--- config.mk ---
export PLATFORM = sky130hd
export DESIGN_NAME = educ8_cycle_sequencer
export DESIGN_NICKNAME = d
export VERILOG_FILES = /design/src/rtl/educ8_pkg.sv /design/src/rtl/educ8_edge_det.sv /design/src/rtl/educ8_cycle_sequencer.sv
export SDC_FILE = /design/constraint.sdc
export NUM_CORES = 1
export LEC_CHECK = 0
export CAP_MARGIN = 20
export CORE_AREA = 2 2 39 41
export CTS_BUF_LIST = sky130_fd_sc_hd__clkbuf_8
export CTS_CLUSTER_SIZE = 12
export DETAILED_ROUTE_END_ITERATION = 6
export DIE_AREA = 0 0 41 43
export HOLD_SLACK_MARGIN = 0.15
export PLACE_DENSITY = 0.8
export SLEW_MARGIN = 15
export SYNTH_ARGS = -nofsm -noshare
export SYNTH_HDL_FRONTEND = slang
export SYNTH_HIERARCHICAL = 1
export SYNTH_SLANG_ARGS = --single-unit
--- constraint.sdc ---
create_clock -name clk -period 3.53 [get_ports clk]
set_input_delay 0.706 -clock clk [delete_from_list [all_inputs] [get_ports clk]]
set_output_delay 0.706 -clock clk [all_outputs]
set_load 0.005 [all_outputs]
--- src/rtl/educ8_pkg.sv ---
// Shared constants and major-cycle encoding for the EDUC-8 control path.
// The major-state successor function lives here so the decoder can reuse it.
package educ8_pkg;

    localparam int DEFAULT_TSTATES = 8;

    typedef enum logic [1:0] {
        MAJ_FETCH = 2'd0,
        MAJ_DEFER = 2'd1,
        MAJ_EXEC  = 2'd2
    } major_t;

    // Successor of a major cycle; HLT always returns to FETCH.
    function automatic major_t next_major(
        input major_t cur,
        input logic   need_defer,
        input logic   need_exec,
        input logic   hlt_instr
    );
        major_t nxt;
        case (cur)
            MAJ_FETCH: nxt = need_defer ? MAJ_DEFER : (need_exec ? MAJ_EXEC : MAJ_FETCH);
            MAJ_DEFER: nxt = MAJ_EXEC;
            default:   nxt = MAJ_FETCH;
        endcase
        if (hlt_instr) begin
            nxt = MAJ_FETCH;
        end
        return nxt;
    endfunction

endpackage

--- src/rtl/educ8_edge_det.sv ---
// Rising-edge detector for front-panel switches. History resets to 1 so a
// switch held through reset must be released and pressed again.
module educ8_edge_det (
    input  logic clk,
    input  logic nclr,
    input  logic in,
    output logic rise
);

    logic prev;

    always_ff @(posedge clk or negedge nclr) begin
        if (!nclr) begin
            prev <= 1'b1;
        end else begin
            prev <= in;
        end
    end

    assign rise = in & ~prev;

endmodule

--- src/rtl/educ8_cycle_sequencer.sv ---
// Major-cycle and time-pulse sequencer: FETCH/DEFER/EXEC with one-hot T pulses,
// front-panel RUN/STOP/CONTINUE, single-step and HLT handling.
module educ8_cycle_sequencer
    import educ8_pkg::*;
#(
    parameter int TSTATES = DEFAULT_TSTATES,
    parameter int TW      = 3
) (
    input  logic               clk,
    input  logic               nclr,
    input  logic               run_req,
    input  logic               halt_req,
    input  logic               sstep,
    input  logic               cont,
    input  logic               hlt_instr,
    input  logic               need_defer,
    input  logic               need_exec,
    output logic               run,
    output logic [1:0]         major,
    output logic [TW-1:0]      tcount,
    output logic [TSTATES-1:0] tstate,
    output logic               cyc_end
);

    logic          run_q, run_n;
    logic [TW-1:0] tcount_q, tcount_n;
    major_t        major_q, major_n;
    logic          halt_pending_q, halt_pending_n;

    logic   run_rise;
    logic   cont_rise;
    major_t next_maj;
    logic   stop;

    educ8_edge_det u_run_edge (
        .clk  (clk),
        .nclr (nclr),
        .in   (run_req),
        .rise (run_rise)
    );

    educ8_edge_det u_cont_edge (
        .clk  (clk),
        .nclr (nclr),
        .in   (cont),
        .rise (cont_rise)
    );

    always_ff @(posedge clk or negedge nclr) begin
        if (!nclr) begin
            run_q          <= 1'b0;
            tcount_q       <= '0;
            major_q        <= MAJ_FETCH;
            halt_pending_q <= 1'b0;
        end else begin
            run_q          <= run_n;
            tcount_q       <= tcount_n;
            major_q        <= major_n;
            halt_pending_q <= halt_pending_n;
        end
    end

    assign cyc_end  = run_q & (tcount_q == TW'(TSTATES - 1));
    assign next_maj = next_major(major_q, need_defer, need_exec, hlt_instr);
    // A pending STOP only takes effect at an instruction boundary (next is FETCH).
    assign stop     = hlt_instr | sstep | (halt_pending_q & (next_maj == MAJ_FETCH));

    always_comb begin
        run_n          = run_q;
        tcount_n       = tcount_q;
        major_n        = major_q;
        halt_pending_n = halt_pending_q;

        if (!run_q) begin
            tcount_n = '0;
            // STOP held down dominates both start buttons.
            if (!halt_req) begin
                if (run_rise) begin
                    run_n          = 1'b1;
                    major_n        = MAJ_FETCH;
                    halt_pending_n = 1'b0;
                end else if (cont_rise) begin
                    run_n = 1'b1;
                end
            end
        end else begin
            if (halt_req) begin
                halt_pending_n = 1'b1;
            end
            if (cyc_end) begin
                tcount_n = '0;
                major_n  = next_maj;
                if (stop) begin
                    run_n          = 1'b0;
                    halt_pending_n = 1'b0;
                end
            end else begin
                tcount_n = tcount_q + TW'(1);
            end
        end
    end

    assign run    = run_q;
    assign major  = major_q;
    assign tcount = tcount_q;
    assign tstate = run_q ? (TSTATES'(1) << tcount_q) : '0;

endmodule
### After elaboration in Yosys (flattened, before gate mapping)

Cells that the tools add are included.
W data, S select, Z words.

* muxes and demuxes: 23
* reductions and logical operators: 5
* equality and inequality tests: 4
* add/sub/neg operators: 1
* shifts and indexed selects: 1
* bitwise logic cells: 8

Operators by type and width (count)
* $mux W2: 7
* $mux W1: 12
* $mux W8: 1
* $shl A1 B3 Y8 const A: 1
* $mux W3: 2
* $and A1 B1 Y1: 4
* $logic_not A2 Y1: 2
* $pmux W2 S2: 1
* $add A3 B1 Y3 const B: 1
* $eq A3 B3 Y1 const B: 1
* $reduce_and A3 Y1: 1
* $eq A2 B1 Y1 const B: 1
* $ne A2 B1 Y1 const B: 1
* $ne A2 B2 Y1 const B: 1
* $not A1 Y1: 2
* $or A1 B1 Y1: 2
* $reduce_and A2 Y1: 1
* $reduce_bool A2 Y1: 1

* register bits: 9
* output and inout bits: 15
* input bits: 9
* word-level logic and storage cells: 48

### Logic depth before layout (Yosys ltp)

* word-level depth: 10
* depth in mapped cells: 5
* depth with buffers taken out: 5

### Hierarchy

Netlist, hierarchy kept.

Modules (own cells, without submodules)
* educ8_cycle_sequencer: area an instance 490.5 sq um, sequential area each 175.2 sq um, cells each 54, instances 1
* educ8_edge_det: area an instance 40.0 sq um, sequential area each 26.3 sq um, cells each 2, instances 2

### Worst setup path after synthesis

OpenSTA, ideal clock, no wires.

* kind: flip-flop to output port
* start: register tcount_q[0] (netlist: tcount[0])
* end: output port tstate[7]
* setup slack: 1.677 ns
* buffers on the path: 1
* arrival time: 1.147 ns
* stages on the path, launching flop included: 6
* data required time: 2.824 ns
* cell sequence: dfrtp_1 -> ha_1 -> ha_1 -> nand2_1 -> inv_1 -> buf_4

* cells in the longest elaborated chain, start to end: 2

RTL lines
* start: declaration: line educ8_cycle_sequencer.sv:26 `logic [TW-1:0] tcount_q, tcount_n;`
* start signal: assignment: line educ8_cycle_sequencer.sv:57 `tcount_q <= tcount_n;`
* $shl A1 B3 Y8: line educ8_cycle_sequencer.sv:106 `assign tstate = run_q ? (TSTATES'(1) << tcount_q) : '0;`
* $mux W8: line educ8_cycle_sequencer.sv:106
* end: declaration: line educ8_cycle_sequencer.sv:21 `output logic [TSTATES-1:0] tstate,`

No other way between the ends.

### Worst setup path in the final report

Same ends and word-level chain as after synthesis.

==> flow_metrics.py <==
metrics = {
    "run_status": {
        "outcome": "finished clean",
    },
    "clock_tree": {
        "cts_root_buffer": "clkbuf_8",
        "cts-buffers-inserted": 3,
        "clockBufferDepth": 2,
        "post_cts_buffers": 0,
        "tritoncts": "done",
        "cts_resized": 0,
        "cts_sinks": 9,
        "path_clk_slew_ns": 0.05,
        "clock_latency_ns": 0.23,
        "h-tree-depth": 1,
        "cts_hold_buf": 0,
    },
    "route": {
        "drt_drc_violations_left": 0,
        "postRouteWirelength_mm": 1.24,
        "wire_per_inst_um": 12.5,
        "ant_nets": 0,
        "drtIter0Drc": 6,
        "vias": 512,
        "vias_per_cell": 5.17,
        "drtPass1Iterations": 4,
    },
    "synthesis": {
        "ys_warn_count": 6,
        "synth-seq-area-share": 0.399,
        "synth-async-reset-ratio": 1.00,
        "syn_area_um2": 571,
        "avgSynthCellArea_um2": 9.84,
        "ys_types": 25,
        "yosys-top-cells-area": "dfrtp_1, ha_1, dfstp_2",
        "synthCells": 58,
        "synth_edf_count": 0,
        "synth_flop_cell": "dfrtp_1",
        "synth_area_leader_cell": "dfrtp_1",
        "synth_top_area_frac": 0.307,
        "synth_common_cells": "dfrtp_1, ha_1, inv_1",
        "synth_most_common_cell": "dfrtp_1",
        "ys_ff_latch": 9,
        "synthesis.nets": 73,
    },
    "placement": {
        "place_hpwl_um": 971,
        "io_buffer_count": 23,
        "gp_congestion": 0.714,
    },
    "final_layout": {
        "drive_above_1_share": 0.0964,
        "n_fill_cell": 137,
        "diodes": 0,
        "nets": 99,
        "area_delta_synth_final_pct": 49.6,
    },
    "floorplanning": {
        "dieArea_mm2": 0.00176,
        "row_count": 14,
        "die_y_um": 43,
        "core-area_mm2": 0.00138,
        "die_w_um": 41,
        "pin_count": 24,
        "initial_core_util": 0.412,
    },
    "sta": {
        "relSlewSlack": 0.723,
        "period_share": 0.701,
        "setup_viol": 0,
        "finalMaxSlewViolations": 0,
        "tightest_slew_ns": 0.415,
        "worst_clock_skew_ns": 0.00270,
        "hold_violations": 0,
        "finalCriticalPeriod_ns": 2.48,
        "timing.setup.tns_ns": 0,
        "rsz0062_at_grt": "false",
        "max_freq_mhz": 404,
    },
    "critical_path": {
        "crit_arrival_ns": 1.77,
        "cp_cell_sequence": "ha_1 -> ha_1 -> nand2_1 -> inv_1 -> clkdlybuf4s50_1",
        "required_ns": 2.82,
        "crit_top_cell": "ha_1",
        "cp_max_fo": 5,
        "crit_buf_inv": 2,
        "slowest_stage": "clkdlybuf4s50_1",
        "start_kind": "flip-flop",
        "critical_path_class": "flip-flop to output port",
        "cpLargestDelayFamily": "buffers and inverters",
        "worst_path_largest_cell_delay_ns": 0.50,
        "end_kind": "output port",
    },
    "power_and_ir_drop": {
        "p_total_uw": 564,
        "static-leakage-power_uw": 0.000389,
        "p_per_area_mw_per_mm2": 661,
        "ir_worst_vdd_mv": 0.425,
    },
    "flow_run": {
        "max-cap-violations": 0,
    },
    "global_route": {
        "grt_max_degree": 15,
        "grt-ovfl-total": 0,
        "antenna_found_initial": 0,
        "grt_pass1_vias": 471,
        "grt_pass1_wl_mm": 1.94,
        "track_usage": 0.165,
    },
    "hold_path": {
        "min_path_type": "flip-flop to flip-flop",
    },
}
## placed cells by master (no fill, tap or decap), types with 2 or more instances in the layout
cell type	count
ha_1	6
a21oi_1	2
nor3_1	2
dfstp_2	2
inv_1	7
clkdlybuf4s50_1	23
clkbuf_8	3
nand2b_1	4
nor2b_4	2
o211ai_1	2
and3_1	3
nor2_1	5
and2_1	4
dfrtp_1	7
## cell type report
type / instances / area [um^2] / area share
Sequential cell: 9 / 228 / 0.267
Multi-Input combinational cell: 41 / 308 / 0.361
Tap cell: 16 / 20.0 / 0.0235
Clock buffer: 3 / 41.3 / 0.0484
Clock inverter: 1 / 3.75 / 0.00440
Inverter: 6 / 22.5 / 0.0264
Timing Repair Buffer: 23 / 230 / 0.270
## stage by stage
step / setup WS (ns) / instance area, um^2 / util / instances / hold slack, ns
final: 1.05 / 853 / 0.617 / 99 / 0.528
after detailed placement: 1.30 / 808 / 0.584 / 95 / 0.520
after CTS: 1.03 / 853 / 0.617 / 99 / 0.531
after global placement: 1.36 / 808 / 0.584 / 95 / 0.495
after floorplan: 1.68 / 571 / - / 58 / 0.410
after global routing: 0.895 / 853 / 0.617 / 99 / 0.568
## cell families after synthesis
logic type,count (synthesis),synth area share
and+or+nand+nor,25,0.276
AOI/OAI and AO/OA,10,0.132
DFF,9,0.399
buffers and inverters,8,0.0614
adders and majority gates,6,0.132
## worst paths after layout
| kind | cells past startpoint | endpoint | from | slack, ns |
|---|---|---|---|---|
| setup / recovery | 5 | tstate[7] | tcount[0] | 1.05 |
| hold / removal | 1 | tcount[0] | tcount[0] | 0.53 |
| setup reg to reg | 4 | run | tcount[0] | 2.09 |
| hold reg to reg | 1 | tcount[0] | tcount[0] | 0.53 |
| max in group asynchronous | 1 | u_cont_edge/prev | nclr | 2.43 |
| min in group asynchronous | 1 | major[0] | nclr | 0.77 |
## power breakdown
part / switching, uW / total (uW) / internal [uW]
registers: 44.3 / 180 / 136
logic: 100 / 268 / 168
clock network: 41.0 / 117 / 75.8
## flip-flops by register name (all words and copies together), names as in the netlist
signal / count
halt_pending_q: 1
major: 2
run: 1
tcount: 3
u_cont_edge/prev: 1
u_run_edge/prev: 1
## per-layer routing
layer / routed length, um / global-route usage / vias to the layer above
li1: - / - / 249
met1: 522 / 0.200 / 244
met2: 639 / 0.247 / 14
met3: 52 / 0.0471 / 5
met4: 23 / 0.100 / 0
met5: 0 / 0 / -
Power figures use the tool's default switching activity.
